==> src/rtl/reset_req_pkg.sv <==
// Shared encodings and default cycle constants
// for the reset request scheduler.
package reset_req_pkg;

  typedef enum logic [1:0] {
    ST_IDLE     = 2'd0,
    ST_ASSERT   = 2'd1,
    ST_WAIT_REL = 2'd2,
    ST_COOLDOWN = 2'd3
  } rr_state_e;

  localparam int unsigned RR_NUM_REQ         = 4;
  localparam int unsigned RR_PULSE_CYCLES    = 16;
  localparam int unsigned RR_COOLDOWN_CYCLES = 256;
  localparam int unsigned RR_TIMEOUT_CYCLES  = 65536;
  localparam int unsigned RR_CNT_W           = 32;

  function automatic int unsigned rr_idx_w(
    input int unsigned n
  );
    return (n > 1) ? $clog2(n) : 1;
  endfunction

endpackage

==> src/rtl/reset_req_prio_enc.sv <==
// Lowest-set-bit priority encoder; index 0 wins.
// Returns 0 for an all-zero vector.
module reset_req_prio_enc #(
  parameter int unsigned N = 4,
  parameter int unsigned W = 2
) (
  input  logic [N-1:0] vec,
  output logic [W-1:0] idx
);

  always_comb begin
    idx = '0;
    for (int i = N - 1; i >= 0; i--) begin
      if (vec[i]) idx = W'(i);
    end
  end

endmodule

==> src/rtl/reset_req_sched.sv <==
// Reset request scheduler: merges request edges into one EXT_RESET pulse.
// Optional WAIT_REL timeout with sticky TIMEOUT_ERR: RESET_REQ_TIMEOUT_EN.
module reset_req_sched
  import reset_req_pkg::*;
#(
  parameter int unsigned NUM_REQ         = RR_NUM_REQ,
  parameter int unsigned PULSE_CYCLES    = RR_PULSE_CYCLES,
  parameter int unsigned COOLDOWN_CYCLES = RR_COOLDOWN_CYCLES,
  parameter int unsigned TIMEOUT_CYCLES  = RR_TIMEOUT_CYCLES,
  parameter int unsigned CNT_W           = RR_CNT_W
) (
  input  logic                         MAIN_CLK,
  input  logic                         MAIN_RESET_N,
  input  logic [NUM_REQ-1:0]           REQ,
  input  logic [NUM_REQ-1:0]           REQ_MASK,
  input  logic                         PERI_RESET_N,
  input  logic                         CLR_CAUSE,
  output logic                         EXT_RESET,
  output logic [NUM_REQ-1:0]           REQ_ACK,
  output logic [NUM_REQ-1:0]           CAUSE,
  output logic [rr_idx_w(NUM_REQ)-1:0] WINNER,
  output logic                         CAUSE_VALID,
`ifdef RESET_REQ_TIMEOUT_EN
  output logic                         TIMEOUT_ERR,
`endif
  output logic                         BUSY
);

  localparam int unsigned WIN_W = rr_idx_w(NUM_REQ);
  localparam int unsigned P_LAST =
    (PULSE_CYCLES == 0) ? 0 : PULSE_CYCLES - 1;
  localparam int unsigned C_LAST =
    (COOLDOWN_CYCLES == 0) ? 0 : COOLDOWN_CYCLES - 1;
  localparam bit C_ZERO = (COOLDOWN_CYCLES == 0);

  rr_state_e          state;
  rr_state_e          state_d;
  logic [CNT_W-1:0]   cnt;
  logic [NUM_REQ-1:0] req_q;
  logic [NUM_REQ-1:0] pending;
  logic [NUM_REQ-1:0] edge_v;
  logic               go_assert;
  logic               end_pulse;
  logic               tmo_hit;
  rr_state_e          rel_dst;

  assign edge_v  = REQ & ~req_q & ~REQ_MASK;
  assign rel_dst = C_ZERO ? ST_IDLE : ST_COOLDOWN;
  assign BUSY    = (state != ST_IDLE);

`ifdef RESET_REQ_TIMEOUT_EN
  localparam int unsigned T_LAST =
    (TIMEOUT_CYCLES == 0) ? 0 : TIMEOUT_CYCLES - 1;
`else
  logic unused_tmo;
  assign unused_tmo = |CNT_W'(TIMEOUT_CYCLES);
`endif

  always_ff @(posedge MAIN_CLK or negedge MAIN_RESET_N) begin
    if (!MAIN_RESET_N) begin
      state <= ST_IDLE;
    end else begin
      state <= state_d;
    end
  end

  always_comb begin
    state_d   = state;
    go_assert = 1'b0;
    end_pulse = 1'b0;
    tmo_hit   = 1'b0;
    unique case (state)
      ST_IDLE: begin
        if (|pending) begin
          state_d   = ST_ASSERT;
          go_assert = 1'b1;
        end
      end
      ST_ASSERT: begin
        if (cnt == CNT_W'(P_LAST)) begin
          state_d   = ST_WAIT_REL;
          end_pulse = 1'b1;
        end
      end
      ST_WAIT_REL: begin
        if (PERI_RESET_N) begin
          state_d = rel_dst;
        end
`ifdef RESET_REQ_TIMEOUT_EN
        else if (cnt == CNT_W'(T_LAST)) begin
          state_d = rel_dst;
          tmo_hit = 1'b1;
        end
`endif
      end
      ST_COOLDOWN: begin
        if (cnt >= CNT_W'(C_LAST)) begin
          state_d = ST_IDLE;
        end
      end
      default: state_d = ST_IDLE;
    endcase
  end

  // Counter restarts on every state change.
  always_ff @(posedge MAIN_CLK or negedge MAIN_RESET_N) begin
    if (!MAIN_RESET_N) begin
      cnt <= '0;
    end else if (state_d != state) begin
      cnt <= '0;
    end else if (cnt != '1) begin
      cnt <= cnt + 1'b1;
    end
  end

  always_ff @(posedge MAIN_CLK or negedge MAIN_RESET_N) begin
    if (!MAIN_RESET_N) begin
      req_q       <= '0;
      pending     <= '0;
      CAUSE       <= '0;
      CAUSE_VALID <= 1'b0;
      REQ_ACK     <= '0;
      EXT_RESET   <= 1'b0;
    end else begin
      req_q     <= REQ;
      EXT_RESET <= (state_d == ST_ASSERT);
      REQ_ACK   <= end_pulse ? (CAUSE | edge_v) : '0;
      if (go_assert) begin
        pending <= edge_v;
      end else if (state != ST_ASSERT) begin
        pending <= pending | edge_v;
      end
      if (go_assert) begin
        CAUSE <= pending;
      end else if (state == ST_ASSERT) begin
        CAUSE <= CAUSE | edge_v;
      end else if (CLR_CAUSE) begin
        CAUSE <= '0;
      end
      if (end_pulse) begin
        CAUSE_VALID <= 1'b1;
      end else if (CLR_CAUSE && state != ST_ASSERT) begin
        CAUSE_VALID <= 1'b0;
      end
    end
  end

`ifdef RESET_REQ_TIMEOUT_EN
  always_ff @(posedge MAIN_CLK or negedge MAIN_RESET_N) begin
    if (!MAIN_RESET_N) begin
      TIMEOUT_ERR <= 1'b0;
    end else if (tmo_hit) begin
      TIMEOUT_ERR <= 1'b1;
    end else if (CLR_CAUSE) begin
      TIMEOUT_ERR <= 1'b0;
    end
  end
`endif

  reset_req_prio_enc #(
    .N (NUM_REQ),
    .W (WIN_W)
  ) u_prio (
    .vec (CAUSE),
    .idx (WINNER)
  );

endmodule

==> config.mk <==
export PLATFORM = sky130hd
export DESIGN_NAME = reset_req_sched
export DESIGN_NICKNAME = d
export VERILOG_FILES = /design/src/rtl/reset_req_pkg.sv /design/src/rtl/reset_req_prio_enc.sv /design/src/rtl/reset_req_sched.sv
export SDC_FILE = /design/constraint.sdc
export NUM_CORES = 1
export LEC_CHECK = 0
export ABC_AREA = 0
export CAP_MARGIN = 20
export CORE_UTILIZATION = 40
export CTS_BUF_LIST = sky130_fd_sc_hd__clkbuf_8
export CTS_CLUSTER_DIAMETER = 100
export DETAILED_ROUTE_END_ITERATION = 6
export SLEW_MARGIN = 0
export SYNTH_ARGS = -nofsm -noshare
export SYNTH_HDL_FRONTEND = slang
export SYNTH_SLANG_ARGS = --single-unit
export TNS_END_PERCENT = 10
==> constraint.sdc <==
create_clock -name MAIN_CLK -period 2.3 [get_ports MAIN_CLK]
set_input_delay 0.46 -clock MAIN_CLK [delete_from_list [all_inputs] [get_ports MAIN_CLK]]
set_output_delay 0.46 -clock MAIN_CLK [all_outputs]
set_load 0.1 [all_outputs]
# After elaboration in Yosys (flattened, before gate mapping)
# Index checks and enable logic that the tools add are counted.
[totals] regBits=52 output_inout_bits=13
[op_classes] n_addsub=1 order_cmp=1 n_eq_ne=8 mux=23 bitwise_logic=6 reduce_logical=8
[ops] operator="two-way mux 32 bit" n=2
[ops] operator="adder 32 x 1 -> 32 bit (second input constant)" n=1
[ops] operator="equality test 32 x 4 -> 1 bit (second input constant)" n=1
[ops] operator=">= comparator 32 x 8 -> 1 bit (second input constant)" n=1
[ops] operator="!= test 32 bit (second input constant)" n=1
[ops] operator="two-way mux 4 bit" n=6
[ops] operator="two-way mux 2 bit" n=8
[ops] operator="AND 4 bit" n=2
[ops] operator="NOT 4 bit" n=2
[ops] operator="OR 4 bit" n=2
[ops] operator="case mux 2 bit (4 select lines)" n=1
[ops] operator="nonzero test 2 bit" n=4
[ops] operator="two-way mux 1 bit" n=6
[ops] operator="equality test 2 x 1 -> 1 bit (second input constant)" n=2
[ops] operator="equality test 2 bit (second input constant)" n=2
[ops] operator="OR reduction 4 bit" n=1
[ops] operator="nonzero test 3 bit" n=1
[ops] operator="zero test 2 bit" n=1
[ops] operator="!= test 2 x 1 -> 1 bit (second input constant)" n=1
[ops] operator="!= test 2 bit" n=1
[ops] operator="logical AND 1 bit" n=1

# Depth between registers and ports, before layout
[logic_depth] word_depth=6 ltp_mapped=7 mapped_depth_nobuf=6

# By module
# A second synthesis with hierarchy kept.
[hier_totals] hier_cells=276 hier_area_um2=2656.3
[by_module_without_submodules] mod="reset_req_sched" instances=1 cells_per_inst=271 area_each_um2=2628.8 seq_area_each_um2=1301.2
[by_module_without_submodules] mod="reset_req_prio_enc" instances=1 cells_per_inst=5 area_each_um2=27.5 seq_area_each_um2=0.0

# Worst setup path after synthesis
# OpenSTA, ideal clock, no wires.
[synth_timing] path_kind="flip-flop to output port" start="register CAUSE[3]" end="output port WINNER[1]" arrival_time_ps=3113 setup_slack_ps=-1273 path_stages_with_launch=3 path_buffers=0 path_cell_list="dfrtp_1 nor2_1 nor3_1"
[synth_via] elab_chain_len=4
[synth_rtl] item="start, declared" line_no="reset_req_sched.sv:20" rtl="output logic [NUM_REQ-1:0] CAUSE,"
[synth_rtl] item="start signal, assigned" line_no="reset_req_sched.sv:134" rtl="CAUSE <= pending;"
[synth_rtl] item="start signal, assigned" line_no="reset_req_sched.sv:136" rtl="CAUSE <= CAUSE | edge_v;"
[synth_rtl] item="two-way mux 2 bit (4 in series)" line_no="reset_req_prio_enc.sv:14" rtl="if (vec[i]) idx = W'(i);"
[synth_rtl] item="end, declared" line_no="reset_req_sched.sv:21" rtl="output logic [rr_idx_w(NUM_REQ)-1:0] WINNER,"
# Every way passes these cells.

# Final worst setup path
[layout_timing] start="register cnt[26]" end="register cnt[2]"
[layout_via] elab_chain_len=5
[layout_rtl] item="start, declared" line_no="reset_req_sched.sv:38" rtl="logic [CNT_W-1:0] cnt;"
[layout_rtl] item="start signal, assigned" line_no="reset_req_sched.sv:112" rtl="cnt <= cnt + 1'b1;"
[layout_rtl] item=">= comparator 32 x 8 -> 1 bit / equality test 32 x 4 -> 1 bit (equally long branches)" line_no="reset_req_sched.sv:97, reset_req_sched.sv:80"
[layout_rtl] item="two-way mux 2 bit, on equally long branches" line_no="reset_req_sched.sv:97, reset_req_sched.sv:80"
[layout_rtl] item="case mux 2 bit (4 select lines)" line_no="reset_req_sched.sv:72" rtl="unique case (state)"
[layout_rtl] item="!= test 2 bit" line_no="reset_req_sched.sv:109" rtl="end else if (state_d != state) begin"
[layout_rtl] item="two-way mux 32 bit / nonzero test 2 bit (equally long branches)"
# Parallel ways exist; a longest one is shown, timed or not.
# A chain may end at the register's enable or synchronous reset.

==> impl_metrics.csv <==
group,metric,value,unit
floorplan,die_w,84.83,um
run_status,violations,"design-rule violations",
sta,drv_slew,0,
floorplan,row_count,29,
critical_path,worstSetupStartpointType,"register",
critical_path,critical_path_class,"register to register",
routing,dr.pass1.iters,7,
power,power_density,993.8,mW/mm2
finish,postLayoutCellArea,0.003288,mm2
clocking,htree_levels,2,
clocking,cts.sinks,52,
global_route,gr-usage-met3,0.03016,
logic_synthesis,avgSynthCellArea,9.730,um2
logic_synthesis,ys_seq_area_frac,0.4742,
logic_synthesis,synth_warnings,0,
place,place_hpwl,4465,um
critical_path,slowest_stage,"or4_4",
global_route,gr-total-overflow,0,
clocking,clkSlewWorstSetupHoldPaths,0.10,ns
critical_path,r2r_end,"cnt[2]",
logic_synthesis,ys_types,47,
routing,drc,4,
sta,worst_slack,0.08113,ns
clocking,cts_root_buf,"clkbuf_8",
sta,tns,0,ns
routing,routed-via-count,2222,
sta,worst_clock_skew,0.007094,ns
finish,multi_input_area,0.001396,mm2
critical_path,max_stage_delay,0.57,ns
finish,mostFrequentLayoutCells,"52 x dfrtp_1, 42 x nor2_1, 27 x buf_4",
sta,timing.fmax,0.4507,GHz
routing,drtIter0Drc,98,
critical_path,path_delay_family,"simple AND/OR/NAND/NOR gates",
logic_synthesis,ys_ff_latch,52,
routing,via_per_inst,5.611,
place,routabilityCongestion,0.8016,
global_route,met2_usage,0.3001,
finish,layout_commonest_cell,"dfrtp_1",
critical_path,worst_ep_required_time,2.50,ns
sta,finalHoldViolCount,0,
critical_path,rrSetupSlack,0.08,ns
routing,wl_per_cell,15.72,um
place,numPortBuffers,24,
sta,fin_crit,2.219,ns
critical_path,rr_startpoint,"cnt[26]",
floorplan,initial_utilization,0.4225,
clocking,cts_tree,"yes",
logic_synthesis,synthCells,282,
sta,setup_viol,0,
finish,area_delta_synth_final,19.84,%
power,power,3.268,mW
sta,holdWs,0.1466,ns
logic_synthesis,syn_area,0.002744,mm2
floorplan,design.core.area,0.006495,mm2
global_route,grt_antenna_before_repair,0,
sta,tightestPinTransition,0.5956,ns
finish,num_antenna_cells,0,
place,dpl_cell_area,0.003171,mm2
hold_path,hold_path.class,"primary input to async pin",
global_route,grt_pass1_wl,10400,um
routing,drtAntennaViolNets,0,
power,max-vdd-ir-drop,0.0003170,V
routing,drt-total-wl,6224,um
critical_path,crit_fanout,32,
floorplan,io_pins,25,
global_route,grt_max_degree,33,
sta,slew_headroom,0.6029,
global_route,gr-usage-all-layers,0.1857,
critical_path,worstSetupEndpointType,"register",
critical_path,critPathArrivalTime,2.42,ns
finish,post-route-util,0.5063,
clocking,clockBufferDepth,2,
floorplan,die_area,0.007195,mm2
floorplan,die_height,84.83,um
finish,regArea,0.001301,mm2
global_route,gr-usage-met1,0.2588,
global_route,grt_pass1_vias,2119,
place,dpl_worst_slack,0.09812,ns
run,cap_violations,0,
clocking,cts_made_buffers,5,
global_route,grt.busiest_layer,"met2",
finish,fillers,588,
power,p_leak,1.376,nW
run_status,outcome,"finished with violations",
sta,rsz0062_at_grt,"false",
clocking,cts_hold_repair.buffers,0,
finish,drive_gt1_frac,0.1850,
place,placedCellCount,388,
critical_path,r2r_cells,6,
clocking,clk_latency,0.31,ns
critical_path,crit_path_cell_trace,"nor4_1 > nand4_1 > or4_4 > a31oi_4 > buf_12 > nor3_1",
critical_path,path_buf_inv,1,
sta,timing.final.crit_share,0.9647,
finish,instances_no_fill,396,
finish,nets,331,
logic_synthesis,synth_nets,295,
-- state kept, by name (all words and copies together) (netlist names) --
signal	flops
EXT_RESET	1
cnt	32
CAUSE	4
CAUSE_VALID	1
req_q	4
pending	4
REQ_ACK	4
state	2
-- how the worst max path moves through the flow --
stage	from	endpoint	slack (ns)	cells after the start
after global placement	cnt[26]	cnt[2]	0.11	6
final	cnt[26]	cnt[2]	0.08	6
after global routing	cnt[26]	cnt[2]	0.001	6
after detailed placement	cnt[26]	cnt[2]	0.1	6
after floorplan	CAUSE[3]	WINNER[1]	-0.07	2
after CTS	cnt[26]	cnt[2]	0.08	6
-- where the power goes --
group          internal, mW  switching (mW)  leakage [nW]
clock                 0.322           0.305        0.0541
combinational         0.401           0.956         0.650
sequential             1.08           0.204         0.673
-- per-layer routing --
metal,part of all wire,vias to the layer above
met1,0.48,1052
li1,-,1116
met4,0.012,0
met3,0.044,5
met2,0.46,49
met5,0,-
-- cell families (layout without fill, tap and decap cells) --
| group | after synthesis | after routing | synth area share |
|---|---|---|---|
| flops | 52 | 52 | 0.4742 |
| fa+ha+maj | 1 | 1 | 0.004559 |
| mux | 1 | 1 | 0.003648 |
| simple gates | 136 | 136 | 0.2777 |
| compound gates | 57 | 57 | 0.1509 |
| buf+inv | 16 | 53 | 0.02827 |
| xor+xnor | 19 | 19 | 0.06065 |
-- cells in the mapped netlist, drive strengths merged --
cell,n,area share
and2,2,0.0046
o311ai,1,0.0032
and3,3,0.0068
xor2,5,0.016
a211oi,2,0.0073
nand3,11,0.022
nor4,11,0.032
buf,7,0.016
nor3,5,0.013
a31oi,3,0.012
or4,9,0.027
inv,4,0.0055
o211a,1,0.0036
o2111ai,2,0.0064
nand2b,2,0.0046
and4,7,0.022
nor2,45,0.063
nor2b,2,0.0046
o31ai,7,0.021
o21ai,14,0.026
clkbuf,5,0.0068
nor3b,4,0.011
nand2,21,0.029
dfrtp,52,0.47
ha,1,0.0046
nand4,8,0.024
xnor2,14,0.045
a311oi,3,0.0096
a2111oi,3,0.021
o311a,1,0.0036
a21oi,18,0.033
mux2i,1,0.0036
or3,6,0.014
o22ai,2,0.0046
-- area by class of cell --
type / instances / share of cell area
multi-input cells: 214 / 0.4247
flip-flops and latches: 52 / 0.3957
repair buffers: 41 / 0.1119
well taps: 77 / 0.02930
clock buffers: 5 / 0.02093
clock inverters: 3 / 0.01294
inverters: 4 / 0.004566
-- what timing repair did --
| action | 4_1_cts | 5_1_grt |
|---|---|---|
| hold endpoints to repair | 0 | 0 |
| endpoints found under the setup margin | 0 | 8 |
| setup buffers | 0 | 0 |
| resized for setup | 0 | 1 |
-- worst register-to-register path, delay by kind of cell (launching register included) --
family	cells	cell delay (ns)
buffers and inverters	1	0.21
AO/OA/AOI/OAI	1	0.22
AND/OR/NAND/NOR	4	1.27
flip-flops	1	0.42
Power figures use the tool's default switching activity.
